File: config.mk
export PLATFORM = sky130hd
export DESIGN_NAME = dmem_access_arbiter_flat
export DESIGN_NICKNAME = d
export VERILOG_FILES = /design/src/rtl/dmem_access_arbiter_if.sv /design/src/rtl/dmem_access_arbiter.sv /design/src/flat_wrapper.sv
export SDC_FILE = /design/constraint.sdc
export NUM_CORES = 1
export LEC_CHECK = 0
export ABC_AREA = 0
export CAP_MARGIN = 30
export CORE_AREA = 5 5 180 182
export DETAILED_ROUTE_END_ITERATION = 16
export DIE_AREA = 0 0 185 187
export PLACE_DENSITY = 0.73
export REMOVE_ABC_BUFFERS = 1
export SLEW_MARGIN = 10
export SYNTH_ARGS = -nofsm -noshare
export SYNTH_HDL_FRONTEND = slang
export SYNTH_SLANG_ARGS = --single-unit
File: constraint.sdc
create_clock -name clk -period 1.6 [get_ports clk]
set_input_delay 0.48 -clock clk [delete_from_list [all_inputs] [get_ports clk]]
set_output_delay 0.48 -clock clk [all_outputs]
set_load 0.01 [all_outputs]
File: src/rtl/dmem_access_arbiter_if.sv
// Bus bundle between the F/D requesters, the data-memory arbiter and the memory port.
// The arbiter uses the slave view; the requester/memory side uses the master view.
interface dmem_access_arbiter_if #(
   parameter int AW = 13
);
   localparam int DATA_W = 64;

   logic              d_req;
   logic              d_we;
   logic [63:0]       d_addr;
   logic [DATA_W-1:0] d_wdata;
   logic              d_ack;
   logic [DATA_W-1:0] d_rdata;
   logic              d_err;

   logic              f_req;
   logic [63:0]       f_addr;
   logic              f_ack;
   logic [DATA_W-1:0] f_rdata;
   logic              f_err;

   logic              mem_en;
   logic              mem_we;
   logic [AW-1:0]     mem_addr;
   logic [DATA_W-1:0] mem_wdata;
   logic [DATA_W-1:0] mem_rdata;

   logic              busy;

   modport slave (
      input  d_req, d_we, d_addr, d_wdata,
      output d_ack, d_rdata, d_err,
      input  f_req, f_addr,
      output f_ack, f_rdata, f_err,
      output mem_en, mem_we, mem_addr, mem_wdata,
      input  mem_rdata,
      output busy
   );

   modport master (
      output d_req, d_we, d_addr, d_wdata,
      input  d_ack, d_rdata, d_err,
      output f_req, f_addr,
      input  f_ack, f_rdata, f_err,
      input  mem_en, mem_we, mem_addr, mem_wdata,
      output mem_rdata,
      input  busy
   );
endinterface

File: src/rtl/dmem_access_arbiter.sv
// Round-robin arbiter sharing the single-port 64-bit data memory between fetch (F, read-only)
// and memory stage (D, read/write); range-checks addresses and sequences the 1-cycle read latency.
module dmem_access_arbiter #(
   parameter int MEM_WORDS = 8192,
   parameter int AW        = 13
) (
   input logic                   clk,
   input logic                   rst_n,
   dmem_access_arbiter_if.slave  bus
);
   localparam int          DATA_W    = 64;
   localparam logic [63:0] MEM_LIMIT = 64'(MEM_WORDS);

   typedef enum logic [1:0] {
      IDLE,
      ISSUE,
      CAPTURE,
      ACK
   } state_t;

   state_t            state;
   state_t            state_nxt;

   logic              last_d;
   logic              gnt_d;
   logic              lat_we;
   logic              lat_err;
   logic [AW-1:0]     lat_addr;
   logic [DATA_W-1:0] lat_wdata;
   logic [DATA_W-1:0] d_rdata_q;
   logic [DATA_W-1:0] f_rdata_q;

   logic              any_req;
   logic              take_d;
   logic [63:0]       sel_addr;
   logic              sel_err;

   // On a tie, D wins unless D was the previous grant.
   assign any_req  = bus.d_req | bus.f_req;
   assign take_d   = bus.d_req & (~bus.f_req | ~last_d);
   assign sel_addr = take_d ? bus.d_addr : bus.f_addr;
   assign sel_err  = (sel_addr >= MEM_LIMIT);

   always_ff @(posedge clk or negedge rst_n) begin
      if (!rst_n) begin
         state <= IDLE;
      end else begin
         state <= state_nxt;
      end
   end

   always_comb begin
      state_nxt = state;
      case (state)
         IDLE: begin
            if (any_req) begin
               state_nxt = sel_err ? ACK : ISSUE;
            end
         end
         ISSUE:   state_nxt = CAPTURE;
         CAPTURE: state_nxt = ACK;
         ACK:     state_nxt = IDLE;
         default: state_nxt = IDLE;
      endcase
   end

   always_ff @(posedge clk or negedge rst_n) begin
      if (!rst_n) begin
         last_d    <= 1'b0;
         gnt_d     <= 1'b0;
         lat_we    <= 1'b0;
         lat_err   <= 1'b0;
         lat_addr  <= '0;
         lat_wdata <= '0;
         d_rdata_q <= '0;
         f_rdata_q <= '0;
      end else begin
         if (state == IDLE && any_req) begin
            gnt_d     <= take_d;
            last_d    <= take_d;
            lat_we    <= take_d & bus.d_we;
            lat_err   <= sel_err;
            lat_addr  <= sel_addr[AW-1:0];
            lat_wdata <= take_d ? bus.d_wdata : '0;
         end
         // Memory data is valid the cycle after the enable; error accesses never get here.
         if (state == CAPTURE && !lat_we) begin
            if (gnt_d) begin
               d_rdata_q <= bus.mem_rdata;
            end else begin
               f_rdata_q <= bus.mem_rdata;
            end
         end
      end
   end

   assign bus.mem_en    = (state == ISSUE);
   assign bus.mem_we    = (state == ISSUE) & lat_we;
   assign bus.mem_addr  = lat_addr;
   assign bus.mem_wdata = lat_wdata;

   assign bus.d_ack   = (state == ACK) & gnt_d;
   assign bus.d_err   = (state == ACK) & gnt_d & lat_err;
   assign bus.d_rdata = d_rdata_q;

   assign bus.f_ack   = (state == ACK) & ~gnt_d;
   assign bus.f_err   = (state == ACK) & ~gnt_d & lat_err;
   assign bus.f_rdata = f_rdata_q;

   assign bus.busy = (state != IDLE);

endmodule

File: src/flat_wrapper.sv
// flat-port wrapper written by rule: the top's interface ports become plain ports
module dmem_access_arbiter_flat 
#(
   parameter int MEM_WORDS = 8192,
   parameter int AW        = 13
)
  (clk, rst_n, bus_d_req, bus_d_we, bus_d_addr, bus_d_wdata, bus_d_ack, bus_d_rdata, bus_d_err, bus_f_req, bus_f_addr, bus_f_ack, bus_f_rdata, bus_f_err, bus_mem_en, bus_mem_we, bus_mem_addr, bus_mem_wdata, bus_mem_rdata, bus_busy);
  dmem_access_arbiter_if #(.AW(AW)) bus_i ();
  input logic clk;
  input logic rst_n;
  input wire logic [$bits(bus_i.d_req)-1:0] bus_d_req;
  input wire logic [$bits(bus_i.d_we)-1:0] bus_d_we;
  input wire logic [$bits(bus_i.d_addr)-1:0] bus_d_addr;
  input wire logic [$bits(bus_i.d_wdata)-1:0] bus_d_wdata;
  output wire logic [$bits(bus_i.d_ack)-1:0] bus_d_ack;
  output wire logic [$bits(bus_i.d_rdata)-1:0] bus_d_rdata;
  output wire logic [$bits(bus_i.d_err)-1:0] bus_d_err;
  input wire logic [$bits(bus_i.f_req)-1:0] bus_f_req;
  input wire logic [$bits(bus_i.f_addr)-1:0] bus_f_addr;
  output wire logic [$bits(bus_i.f_ack)-1:0] bus_f_ack;
  output wire logic [$bits(bus_i.f_rdata)-1:0] bus_f_rdata;
  output wire logic [$bits(bus_i.f_err)-1:0] bus_f_err;
  output wire logic [$bits(bus_i.mem_en)-1:0] bus_mem_en;
  output wire logic [$bits(bus_i.mem_we)-1:0] bus_mem_we;
  output wire logic [$bits(bus_i.mem_addr)-1:0] bus_mem_addr;
  output wire logic [$bits(bus_i.mem_wdata)-1:0] bus_mem_wdata;
  input wire logic [$bits(bus_i.mem_rdata)-1:0] bus_mem_rdata;
  output wire logic [$bits(bus_i.busy)-1:0] bus_busy;
  assign bus_i.d_req = bus_d_req;
  assign bus_i.d_we = bus_d_we;
  assign bus_i.d_addr = bus_d_addr;
  assign bus_i.d_wdata = bus_d_wdata;
  assign bus_d_ack = bus_i.d_ack;
  assign bus_d_rdata = bus_i.d_rdata;
  assign bus_d_err = bus_i.d_err;
  assign bus_i.f_req = bus_f_req;
  assign bus_i.f_addr = bus_f_addr;
  assign bus_f_ack = bus_i.f_ack;
  assign bus_f_rdata = bus_i.f_rdata;
  assign bus_f_err = bus_i.f_err;
  assign bus_mem_en = bus_i.mem_en;
  assign bus_mem_we = bus_i.mem_we;
  assign bus_mem_addr = bus_i.mem_addr;
  assign bus_mem_wdata = bus_i.mem_wdata;
  assign bus_i.mem_rdata = bus_mem_rdata;
  assign bus_busy = bus_i.busy;
  dmem_access_arbiter #(.MEM_WORDS(MEM_WORDS), .AW(AW)) u_core (.clk(clk), .rst_n(rst_n), .bus(bus_i));
endmodule
# --- Word level (Yosys, flattened, before mapping) ---
# Cells that the tools add are included.
op_classes:
  bitwise_logic: 11
  n_lt_le_gt_ge: 1
  reduce_logical: 7
  n_eq_ne: 4
  n_mux: 5
ops:
  columns: ["cell", "count"]
  rows:
  - ["$mux W64", 2]
  - ["$ge A64 B14 Y1 const B", 1]
  - ["$pmux W2 S4", 1]
  - ["$and A1 B1 Y1", 7]
  - ["$eq A2 B2 Y1 const B", 2]
  - ["$mux W2", 2]
  - ["$reduce_and A2 Y1", 2]
  - ["$eq A2 B1 Y1 const B", 1]
  - ["$logic_and A1 B1 Y1", 2]
  - ["$logic_not A2 Y1", 1]
  - ["$ne A2 B1 Y1 const B", 1]
  - ["$not A1 Y1", 2]
  - ["$or A1 B1 Y1", 2]
  - ["$reduce_bool A2 Y1", 1]
  - ["$logic_not A1 Y1", 1]
word_totals:
  ff_bits: 210
  out_inout_bits: 212
  inputBits: 261

# --- Logic depth before layout (Yosys ltp) ---
depth:
  ltp_word: 8
  ltp_mapped: 7

# --- Least setup slack after synthesis ---
# OpenSTA, ideal clock, no wires.
synth_timing:
  path_type: "reg-to-reg"
  start: "reg u_core.state[0]"
  end: "reg u_core.f_rdata_q[10] (netlist: u_core.bus.f_rdata[10])"
  arrival_ps: 1553
  setup_ps: 125
  period_less_slack_ps: 1677
  setup_slack_ps: -77
  required_ps: 1475
  stages_incl_launch_ff: 7
  path_cell_list: "dfrtp_1 > inv_1 > ha_1 > nor3b_1 > buf_2 > buf_2 > mux2_2"
synth_between:
  elab_chain_len: 3
synth_rtl:
  columns: ["item", "line", "source"]
  rows:
  - ["from (decl)", "dmem_access_arbiter.sv:21", "state_t state;"]
  - ["from (signal assigned)", "dmem_access_arbiter.sv:48", "state <= state_nxt;"]
  - ["$eq A2 B2 Y1", "dmem_access_arbiter.sv:87", "if (state == CAPTURE && !lat_we) begin"]
  - ["$logic_and A1 B1 Y1", "dmem_access_arbiter.sv:87", null]
  - ["$reduce_and A2 Y1 (no source line)", null, null]
  - ["to (signal assigned)", "dmem_access_arbiter.sv:91", "f_rdata_q <= bus.mem_rdata;"]
  - ["to (decl)", "dmem_access_arbiter.sv:31", "logic [DATA_W-1:0] f_rdata_q;"]
# No other way between the ends.
# A chain may end at the register's enable or synchronous reset.

# --- Final worst setup path ---
layout_timing:
  start: "reg u_core.state[1]"
  end: "reg u_core.d_rdata_q[8] (netlist: u_core.bus.d_rdata[8])"
layout_between:
  elab_chain_len: 3
layout_rtl:
  columns: ["item", "line", "source"]
  rows:
  - ["$eq A2 B2 Y1", "dmem_access_arbiter.sv:87", null]
  - ["$logic_and A1 B1 Y1", "dmem_access_arbiter.sv:87", null]
  - ["$reduce_and A2 Y1 (no source line)", null, null]
  - ["to (signal assigned)", "dmem_access_arbiter.sv:89", "d_rdata_q <= bus.mem_rdata;"]
  - ["to (decl)", "dmem_access_arbiter.sv:30", "logic [DATA_W-1:0] d_rdata_q;"]
# No other way between the ends.

==> results.md <==
Logic synthesis:
- The biggest area consumer among synthesized cells is dfrtp_1.
- The top cell type's share of synthesized area is between 60% and 70%.
- Sorting the synthesized cells by area gives the leading types as dfrtp_1, mux2_2, a22o_1.
- The sequential fraction of the synthesis area is approximately 65%.
- Each instance of the synthesized netlist takes up on average approximately 15 um2.
- The synthesized design contains 210 register bits.
- The instance count of the mapped netlist is between 500 and 600.
- For this run, the number of Yosys warnings is 0.
- The number of synthesized flops with an enable pin is 0.
- For this run, asynchronously set or reset flops after synthesis account for 100.0%.
- The mapped netlist covers slightly above 8000 um2.
- The number of distinct standard cells referenced by the synthesized netlist is 31.
- The most used flip-flop cell after synthesis is dfrtp_1.

Timing:
- The relative slew slack is about 72%.
- The hold violation count in the final report is 0.
- The measured slew at the worst slew-check pin is between 0.4 and 0.5 ns.
- The maximum operating frequency is roughly 520 MHz.
- In the post-route analysis, the smallest setup slack over all paths is -0.3098 ns.
- Across the routed clock network, the largest skew measured is just over 0.01 ns.
- The number of max-slew violations in the final report was 0.
- Of the available clock period, the critical path in the final layout requires 119.4%.
- Setup repair after global routing could not meet its margin everywhere.
- Setup violations remaining at the end of the flow were counted as about 170.
- For the finished layout, the period the worst path requires is 1.910 ns.

Power and ir drop:
- The final total power is between 20 and 30 mW.
- The leakage power is 6.572 nW.
- In this run the power density over the cells is 1865 nW/um2.
- The worst-case IR drop observed on VDD is ~890 uV.

Clock network:
- The maximum clock insertion buffer count is 3.
- The tree is rooted in a clkbuf_16.
- The clock network latency to the later pin of the worst-skew pair is about 0.52 ns.
- The clock slew seen by the registers of the worst setup and hold paths is about 0.06 ns.
- Counting the buffers created by CTS gives 24.
- The tree built by TritonCTS fans out to 210 sinks.
- TritonCTS built the clock tree.
- CTS built an H-tree with a depth of 1.

Layout:
- The number of antenna cells inserted is 0.
- Compared with the post-synthesis result, the final layout area differs by 75.00%.
- For this run, the post-layout net count is ~1400.
- The ratio of cells with drive above 1 in the final layout is between 40% and 50%.
- The summed area of non-filler cells in the final layout is 14210 um2.

Job:
- The reported max-cap violation count is 0.

Die:
- The region available for standard cell placement spans ~30000 um2.
- The initial cell density of the core is between 20% and 30%.
- The full die area is between 30000 and 40000 um2.
- Row generation in the floorplan step produced 64 rows.
- The number of placed I/O pins is roughly 470.
- The die boundary height is approximately 190 um.
- In this run the horizontal extent of the chip is between 150 and 200 um.

Route:
- Detailed routing inserted a total of around 6800 vias.
- The total length of routed wires is about 30 mm.
- The initial DRC count is 202.
- The number of routed nets with antenna violations is 0.
- Dividing the detail-routed via count by the number of cells gives around 4.5.
- For this run, the detailed router's first-pass iteration total came to 6.
- The mean routed wirelength per cell is slightly above 20 um.
- After detailed routing, the number of remaining DRC violations is 0.

Setup path:
- The startpoint of the worst setup timing path is u_core.state[1].
- The peak per-stage delay on the critical path is ~0.4 ns.
- Walking the worst path, the cells encountered are buf_4 -> buf_4 -> ha_2 -> nand3b_1 -> buf_6 -> clkbuf_16 -> clkbuf_16 -> mux2_4.
- Data on the critical path arrives at its endpoint at 2.31 ns.
- Counting cells, the worst reg-to-reg path comes to 8.
- The critical path endpoint category is a flip-flop.
- The required time at the endpoint of the critical path is 2.00 ns.
- The library cell contributing the largest single delay on the critical path is dfrtp_1.
- The startpoint-to-endpoint class of the critical path is flip-flop to flip-flop.
- The startpoint identified for the worst register-to-register timing path is u_core.state[1].
- Of all nets on the critical path, the largest fanout is 6.
- The startpoint class of the critical path is a flip-flop.

Place:
- The placed instance area is about 14000 um2.
- The wire-length estimate of the detail-placed layout is around 23 mm.
- The count of input and output buffers is about 470.
- The global placement routability congestion is a little over 0.9.

Global routing:
- The overall track demand over capacity in global routing is 16.42%.
- The first global-routing pass estimated between 40 and 50 mm of wire.
- The via count of the first global-routing pass is between 7000 and 8000.
- The total congestion overflow after global routing is 0.
- The number of antenna violations at the first check in global routing is 0.
- Entering global routing, the biggest net connects 62 pins.

Worst hold path:
- The min-delay analysis places its worst path in the category flip-flop to flip-flop.
- The cell depth of the worst min-delay path is 2.
- The startpoint identified for the worst hold timing path is u_core.bus.mem_addr[11].

Status:
- The run finished, with violations left.
- The final reports fail on setup timing.
==> logic make-up after synthesis <==
kind of cell / synth area share, %
compound gates: 8.676
fa+ha+maj: 0.6165
buf+inv: 2.373
flops: 64.72
mux: 19.36
simple gates: 4.253
==> what timing repair did <==
action	in CTS	in global routing
cloned	0	8
hold buffers	1	0
gates resized for setup	901	30
pin swaps	11	10
setup endpoints to repair	352	217
endpoints found under the hold margin	28	0
buffers inserted	8	7
==> layout by cell type, fill, tap and decap left out, types with 6 or more instances in the layout <==
cell             synthesis  final
mux2_4                   0     23
nor4_1                  24     20
dfrtp_1                210    209
buf_2                   19    201
clkdlybuf4s50_1          0    253
nand2_1                 17     17
clkbuf_16                0     31
a22o_1                  65     65
o21ai_0                 14     11
clkbuf_1                 7      6
mux2i_1                 13     13
buf_4                    6     38
buf_12                   0     20
mux2_2                 128    105
buf_6                    1     21
==> cells in the mapped netlist (5+ instances only) <==
cell type,number
dfrtp_1,210
mux2_2,128
a22o_1,65
nor4_1,24
buf_2,19
nand2_1,17
o21ai_0,14
mux2i_1,13
clkbuf_1,7
buf_4,6
nor2_1,6
nand4_1,5
==> flip-flops by register name, summed over array words and instances (netlist names) <==
register / count
u_core.bus.d_rdata: 64
u_core.lat_we: 1
u_core.state: 2
u_core.gnt_d: 1
u_core.bus.mem_addr: 13
u_core.bus.mem_wdata: 64
u_core.bus.f_rdata: 64
u_core.lat_err: 1
==> area by class of cell <==
cell class                 count  area (um2)
inverter                       4       15.01
clock buffer                  34       678.2
tap                          396       495.5
multi-input combinational    294        2850
sequential                   210        5256
fill                        2742       16220
timing repair buffer         553        4795
clock inverter                 9       118.9
==> layer usage <==
layer	GRT usage [%]	vias to the layer above	wire length, um
li1	-	3098	-
met1	21.55	3344	12470
met2	27.07	281	15020
met3	4.512	45	2631
met4	3.840	0	613
met5	0	-	0
==> through the flow <==
| step | utilization, % | instances | hold WS, ns | setup WS, ns | TNS (ns) |
|---|---|---|---|---|---|
| after floorplan | - | 508 | 0.1844 | -4.448 | -699.74 |
| after global routing | 46.69 | 1500 | 0.4861 | -0.3897 | -42.51 |
| after detailed placement | 45.51 | 1434 | 0.4555 | -0.9425 | -42.06 |
| final | 46.69 | 1500 | 0.4814 | -0.3098 | -27.89 |
| after CTS | 45.49 | 1485 | 0.4699 | -0.3342 | -23.62 |
| after global placement | 45.51 | 1434 | 0.4548 | -0.9231 | -38.97 |
==> path summary, 6_finish.rpt <==
| path | slack (ns) | to |
|---|---|---|
| worst min register to register | 0.48 | u_core.bus.mem_addr[11] |
| worst max register to register | -0.31 | u_core.bus.d_rdata[8] |
| worst min-delay path | 0.48 | u_core.bus.mem_addr[11] |
| max in group asynchronous | 0.57 | u_core.bus.mem_addr[10] |
| worst max-delay path | -0.31 | u_core.bus.d_rdata[8] |
| min in group asynchronous | 0.49 | u_core.bus.d_rdata[51] |
==> where the power goes <==
group | switching, mW | internal (mW) | leakage, nW
Combinational | 5.26 | 6.60 | 3.64
Clock | 2.18 | 3.29 | 0.384
Sequential | 1.34 | 7.82 | 2.55
Total | 8.78 | 17.7 | 6.57
==> critical path, delay by kind of cell (launching register included) <==
| kind | cells | cell delay, ns |
|---|---|---|
| multiplexers | 1 | 0.30 |
| adder cells (fa/ha/maj) | 1 | 0.17 |
| buffers and inverters | 5 | 0.73 |
| AND/OR/NAND/NOR | 1 | 0.20 |
| flip-flops | 1 | 0.40 |
No activity file was read; power rests on OpenSTA's default activity.
